## config.mk

```make
export PLATFORM = sky130hd
export DESIGN_NAME = risc16_store_buffer
export DESIGN_NICKNAME = d
export VERILOG_FILES = /design/src/rtl/risc16_store_buffer.sv
export SDC_FILE = /design/constraint.sdc
export NUM_CORES = 1
export LEC_CHECK = 0
export BUFFER_PORTS_ARGS = -buffer_cell sky130_fd_sc_hd__buf_2
export CORE_ASPECT_RATIO = 2
export CORE_MARGIN = 1
export CORE_UTILIZATION = 60
export CTS_BUF_LIST = sky130_fd_sc_hd__clkbuf_8
export DETAILED_ROUTE_END_ITERATION = 10
export GPL_ROUTABILITY_DRIVEN = 0
export GPL_TIMING_DRIVEN = 1
export PLACE_DENSITY = 0.82
export SYNTH_ARGS = -nofsm -noshare
export SYNTH_HDL_FRONTEND = slang
export SYNTH_SLANG_ARGS = --single-unit
```

## constraint.sdc

```tcl
create_clock -name clk -period 4 [get_ports clk]
set_clock_uncertainty 0.2 [all_clocks]
set_input_delay 0 -clock clk [delete_from_list [all_inputs] [get_ports clk]]
set_output_delay 0 -clock clk [all_outputs]
set_load 0.02 [all_outputs]
```

## src/rtl/risc16_store_buffer.sv

```systemverilog
// Store buffer between the risc16 core data port and data memory: FIFO-drained writes, per-byte load forwarding.
// Optional STORE_MERGE_EN: a store to the youngest entry's word merges into that entry.
module risc16_store_buffer #(
  parameter int DEPTH = 4
) (
  input  logic        clk,
  input  logic        rst,
  input  logic [15:0] d_addr,
  input  logic        d_oe,
  input  logic [15:0] d_dout,
  input  logic [1:0]  d_we,
  output logic [15:0] d_din,
  output logic [15:0] mem_raddr,
  output logic        mem_re,
  input  logic [15:0] mem_rdata,
  output logic        mem_wvalid,
  input  logic        mem_wready,
  output logic [15:0] mem_waddr,
  output logic [15:0] mem_wdata,
  output logic [1:0]  mem_wstrb,
  output logic        buf_full,
  output logic        buf_empty,
  output logic        overflow
);

  localparam int AW = $clog2(DEPTH);
  localparam logic [AW:0] FULL_CNT = (AW+1)'(DEPTH);
  localparam logic [AW:0] ONE_CNT  = (AW+1)'(1);

  logic [AW-1:0] head_q, head_d, tail_q, tail_d, young;
  logic [AW:0]   count_q, count_d;
  logic          ovf_q, ovf_d;
  logic [14:0]   addr_q [DEPTH];
  logic [15:0]   data_q [DEPTH];
  logic [1:0]    strb_q [DEPTH];

  logic pop, store, merge, push, drop;

  assign buf_empty  = (count_q == '0);
  assign buf_full   = (count_q == FULL_CNT);
  assign overflow   = ovf_q;
  assign mem_wvalid = !buf_empty;
  assign mem_re     = d_oe;
  assign mem_raddr  = d_addr & 16'hFFFE;

  // Head fields read zero whenever nothing is pending, including straight out of reset.
  assign mem_waddr = mem_wvalid ? {addr_q[head_q], 1'b0} : 16'h0000;
  assign mem_wdata = mem_wvalid ? data_q[head_q] : 16'h0000;
  assign mem_wstrb = mem_wvalid ? strb_q[head_q] : 2'b00;

  assign young = tail_q - AW'(1);
  assign pop   = mem_wvalid & mem_wready;
  assign store = |d_we;

`ifdef STORE_MERGE_EN
  // A lone head entry leaving this edge cannot absorb the store.
  assign merge = store && !buf_empty && (addr_q[young] == d_addr[15:1]) &&
                 !((count_q == ONE_CNT) && pop);
`else
  assign merge = 1'b0;
`endif

  assign push = store && !merge && (!buf_full || pop);
  assign drop = store && !merge && buf_full && !pop;

  always_comb begin
    head_d  = pop  ? head_q + AW'(1) : head_q;
    tail_d  = push ? tail_q + AW'(1) : tail_q;
    count_d = count_q;
    if (push && !pop)      count_d = count_q + ONE_CNT;
    else if (pop && !push) count_d = count_q - ONE_CNT;
    ovf_d = ovf_q | drop;
  end

  always_ff @(posedge clk or posedge rst) begin
    if (rst) begin
      head_q  <= '0;
      tail_q  <= '0;
      count_q <= '0;
      ovf_q   <= 1'b0;
    end else begin
      head_q  <= head_d;
      tail_q  <= tail_d;
      count_q <= count_d;
      ovf_q   <= ovf_d;
    end
  end

  always_ff @(posedge clk) begin
    if (push) begin
      addr_q[tail_q] <= d_addr[15:1];
      data_q[tail_q] <= d_dout;
      strb_q[tail_q] <= d_we;
    end else if (merge) begin
      if (d_we[0]) data_q[young][15:8] <= d_dout[15:8];
      if (d_we[1]) data_q[young][7:0]  <= d_dout[7:0];
      strb_q[young] <= strb_q[young] | d_we;
    end
  end

  // Walk oldest to youngest so the youngest matching store wins each lane.
  always_comb begin : fwd
    logic [AW-1:0] idx;
    idx   = '0;
    d_din = mem_rdata;
    for (int i = 0; i < DEPTH; i++) begin
      idx = head_q + AW'(i);
      if (((AW+1)'(i) < count_q) && (addr_q[idx] == d_addr[15:1])) begin
        if (strb_q[idx][0]) d_din[15:8] = data_q[idx][15:8];
        if (strb_q[idx][1]) d_din[7:0]  = data_q[idx][7:0];
      end
    end
  end

endmodule
```

==> load_flow_metrics.sql <==
INSERT INTO impl_metrics (metric_group, metric, value, unit) VALUES
('timing', 'period_share', '101', '%'),
('critical_path', 'timing.critical_path.cells', 'buf_4 > buf_4 > mux2i_1 > xnor2_2 > a32oi_1 > nand4_1 > buf_4 > nor3_2 > buf_12 > a21oi_2 > o21ai_1 > o2bb2ai_1 > buf_2', ''),
('timing', 'final-max-slew-violation-count', '0', ''),
('grt', 'first_global_vias', '7917', ''),
('finish', 'post_layout_instance_area', '11800', 'um^2'),
('synthesis', 'syn-mean-instance-area', '11.2', 'um^2'),
('critical_path', 'cp_num_cells', '13', ''),
('critical_path', 'path_max_fanout', '25', ''),
('critical_path', 'crit_buf_inv', '5', ''),
('grt', 'grt_pass1_wl', '42.3', 'mm'),
('clock_tree', 'clock_latency_on_the_worst_skew_pair', '0.47', 'ns'),
('power_and_ir_drop', 'static-leakage-power', '4.61', 'nW'),
('die', 'die_y', '181', 'um'),
('clock_tree', 'cts.clk_slew.worst_paths', '0.09', 'ns'),
('clock_tree', 'maximum_number_of_buffers_from_clock_root_to_sink', '2', ''),
('detailed_routing', 'final_antenna_net_count', '0', ''),
('synthesis', 'postSynth.asyncResetShare', '5.71', '%'),
('synthesis', 'synth_enable_flop_cells', '132', ''),
('place', 'io_buffer_count', '119', ''),
('detailed_routing', 'routed-via-count', '8120', ''),
('timing', 'maxClockFrequency', '0.249', 'GHz'),
('grt', 'antenna_found_initial', '0', ''),
('finish', 'post_route_cells_drive_above_1_share', '29.9', '%'),
('grt', 'track_usage', '34.3', '%'),
('outcome', 'failed_checks', 'setup timing', ''),
('clock_tree', 'cts_root_buf', 'clkbuf_8', ''),
('synthesis', 'yosysUniqueCellTypes', '72', ''),
('synthesis', 'sequential_fraction_of_the_synthesis_area', '43.1', '%'),
('outcome', 'status', 'finished with violations', ''),
('critical_path', 'cp_slowest_cell', 'dfrtp_4', ''),
('die', 'design.die.area', '16600', 'um^2'),
('detailed_routing', 'drt-vias-per-instance', '6.55', ''),
('clock_tree', 'tritoncts.num_buffers', '17', ''),
('detailed_routing', 'drt-total-wl', '29.6', 'mm'),
('finish', 'nFillCells', '1042', ''),
('place', 'place_ws', '0.217', 'ns'),
('timing', 'timing.max_slew.rel_slack', '41.2', '%'),
('timing', 'whs', '0.0754', 'ns'),
('timing', 'setup_viol_count_final', '2', ''),
('finish', 'layout.cells.most_common', 'edfxtp_1', ''),
('grt', 'largest_net_degree_at_the_start_of_global_routing', '63', ''),
('die', 'fp.dieW', '91.7', 'um'),
('min_path', 'min_delay_path_depth', '2', ''),
('critical_path', 'crit_path_end_kind', 'primary output', ''),
('timing', 'min_period', '4.02', 'ns'),
('critical_path', 'critPathTopFamily', 'compound AO/OA/AOI/OAI gates', ''),
('finish', 'nNetsFinal', '1088', ''),
('timing', 'finalHoldViolations', '0', ''),
('finish', 'areaGrowthSynthToFinish', '21.9', '%'),
('detailed_routing', 'met2_length', '15.7', 'mm'),
('grt', 'globalRouteOverflowTotal', '0', ''),
('place', 'hpwl', '18.8', 'mm'),
('power_and_ir_drop', 'power_per_cell_area', '803', 'nW/um^2'),
('die', 'placementRows', '65', ''),
('critical_path', 'start_kind', 'flop', ''),
('detailed_routing', 'drt_first_pass_iters', '5', ''),
('clock_tree', 'cts_num_sinks', '140', ''),
('critical_path', 'worstPathRequired', '3.80', 'ns'),
('die', 'start_util', '61.2', '%'),
('critical_path', 'timing_worst_setup_path_type', 'flop to primary output', ''),
('timing', 'post-route-worst-setup-slack', '-0.0208', 'ns'),
('place', 'dp.cells', '1135', ''),
('timing', 'tightestPinTransition', '0.881', 'ns'),
('detailed_routing', 'drtIter0Drc', '659', ''),
('critical_path', 'critical-path-top-cell-by-count', 'buf_4', ''),
('synthesis', 'synth-seq-cells', '140', ''),
('critical_path', 'critical_path.max_stage_delay', '0.51', 'ns'),
('synthesis', 'ys.warnings.count', '0', ''),
('power_and_ir_drop', 'vdd_ir_drop_max', '0.000524', 'V'),
('detailed_routing', 'top_signal_layer_used', 'met4', ''),
('detailed_routing', 'wirelength_met1', '9.77', 'mm');
==> area by class of cell <==
cell class | count | area, um^2 | share of cell area [%]
Multi-Input combinational cell | 625 | 5140 | 43.7
Sequential cell | 140 | 4170 | 35.4
Timing Repair Buffer | 222 | 1690 | 14.4
Clock buffer | 19 | 262 | 2.22
Tap cell | 201 | 251 | 2.14
Clock inverter | 13 | 176 | 1.50
Inverter | 19 | 78.8 | 0.670
==> where the power goes <==
| part | internal [mW] | switching, mW |
|---|---|---|
| clock network | 0.707 | 0.570 |
| logic | 2.36 | 3.47 |
| registers | 2.09 | 0.256 |
==> worst paths after layout <==
kind	startpoint	to	slack [ns]
max in group asynchronous	rst	head_q[0]	2.83
setup reg to reg	count_q[0]	addr_q[2][1]	1.09
hold reg to reg	count_q[1]	count_q[1]	0.43
hold / removal	d_dout[2]	data_q[2][2]	0.08
setup / recovery	head_q[1]	d_din[10]	-0.02
min in group asynchronous	rst	tail_q[1]	0.46
==> cells in the mapped netlist, drive strengths merged (2+ instances only) <==
master   number  area, um^2
mux2i       134        1350
edfxtp      132        3960
nand2        67         254
buf          61         433
xnor2        54         473
nor2         51         191
o21ai        32         160
mux2         31         349
clkbuf       22        82.6
a21oi        19        95.1
inv          19        71.3
o311ai       19         166
and2         16         100
nor3         15        80.1
nor2b        13        81.3
mux4         12         285
nand4        11        68.8
a211oi       10        75.1
ha            9         113
nand2b        9        56.3
nor4          9         114
o22ai         9        56.3
and3          8        50.1
dfrtp         8         200
o211ai        8        60.1
o311a         8        80.1
a22o          7        61.3
nand3         7        35.0
o2bb2ai       7        61.3
or3           6        37.5
xor2          6        52.6
o21a          5        37.5
or2b          5        37.5
a2111oi       4        37.5
o221ai        4        35.0
or2           3        18.8
a211o         2        17.5
a21o          2        15.0
a222oi        2        20.0
o2111ai       2        17.5
o31ai         2        15.0
==> state kept, by name (all words and copies together) (netlist names) <==
register  flops
addr_q       60
tail_q        2
head_q        2
count_q       3
data_q       64
overflow      1
strb_q        8
==> repair_timing <==
item / CTS / global route
pin swaps: 3 / 11
setup endpoints to repair: 16 / 16
resized for setup: 18 / 46
hold endpoints to repair: 148 / 0
gates cloned: 0 / 3
hold buffers: 38 / 0
buffers inserted: 16 / 15
==> per-layer routing <==
| metal | up-vias | global-route usage [%] |
|---|---|---|
| met3 | 153 | 5.23 |
| met2 | 495 | 61.9 |
| li1 | 3567 | - |
| met5 | - | 0 |
| met1 | 3905 | 34.8 |
| met4 | 0 | 26.4 |
==> per-stage QoR <==
step                      TNS, ns  utilization (%)  total power, mW
after floorplan                 0                -             6.08
after global placement          0             65.5             7.33
after detailed placement        0             65.5             7.44
after CTS                       0             72.1             8.95
after global routing       -0.579             74.6             9.84
final                     -0.0337             74.6             9.46
==> cells by family (layout without fill, tap and decap cells) <==
logic type	after synthesis	count (layout)	share of synthesized area, %
AO/OA/AOI/OAI	154	154	11.6
XOR/XNOR	60	60	5.44
adder cells (fa/ha/maj)	9	9	1.17
buffers and inverters	102	273	6.08
flip-flops	140	140	43.1
multiplexers	177	177	20.6
other	1	2	0.0388
AND/OR/NAND/NOR	223	223	12.0
Power figures use the tool's default switching activity.
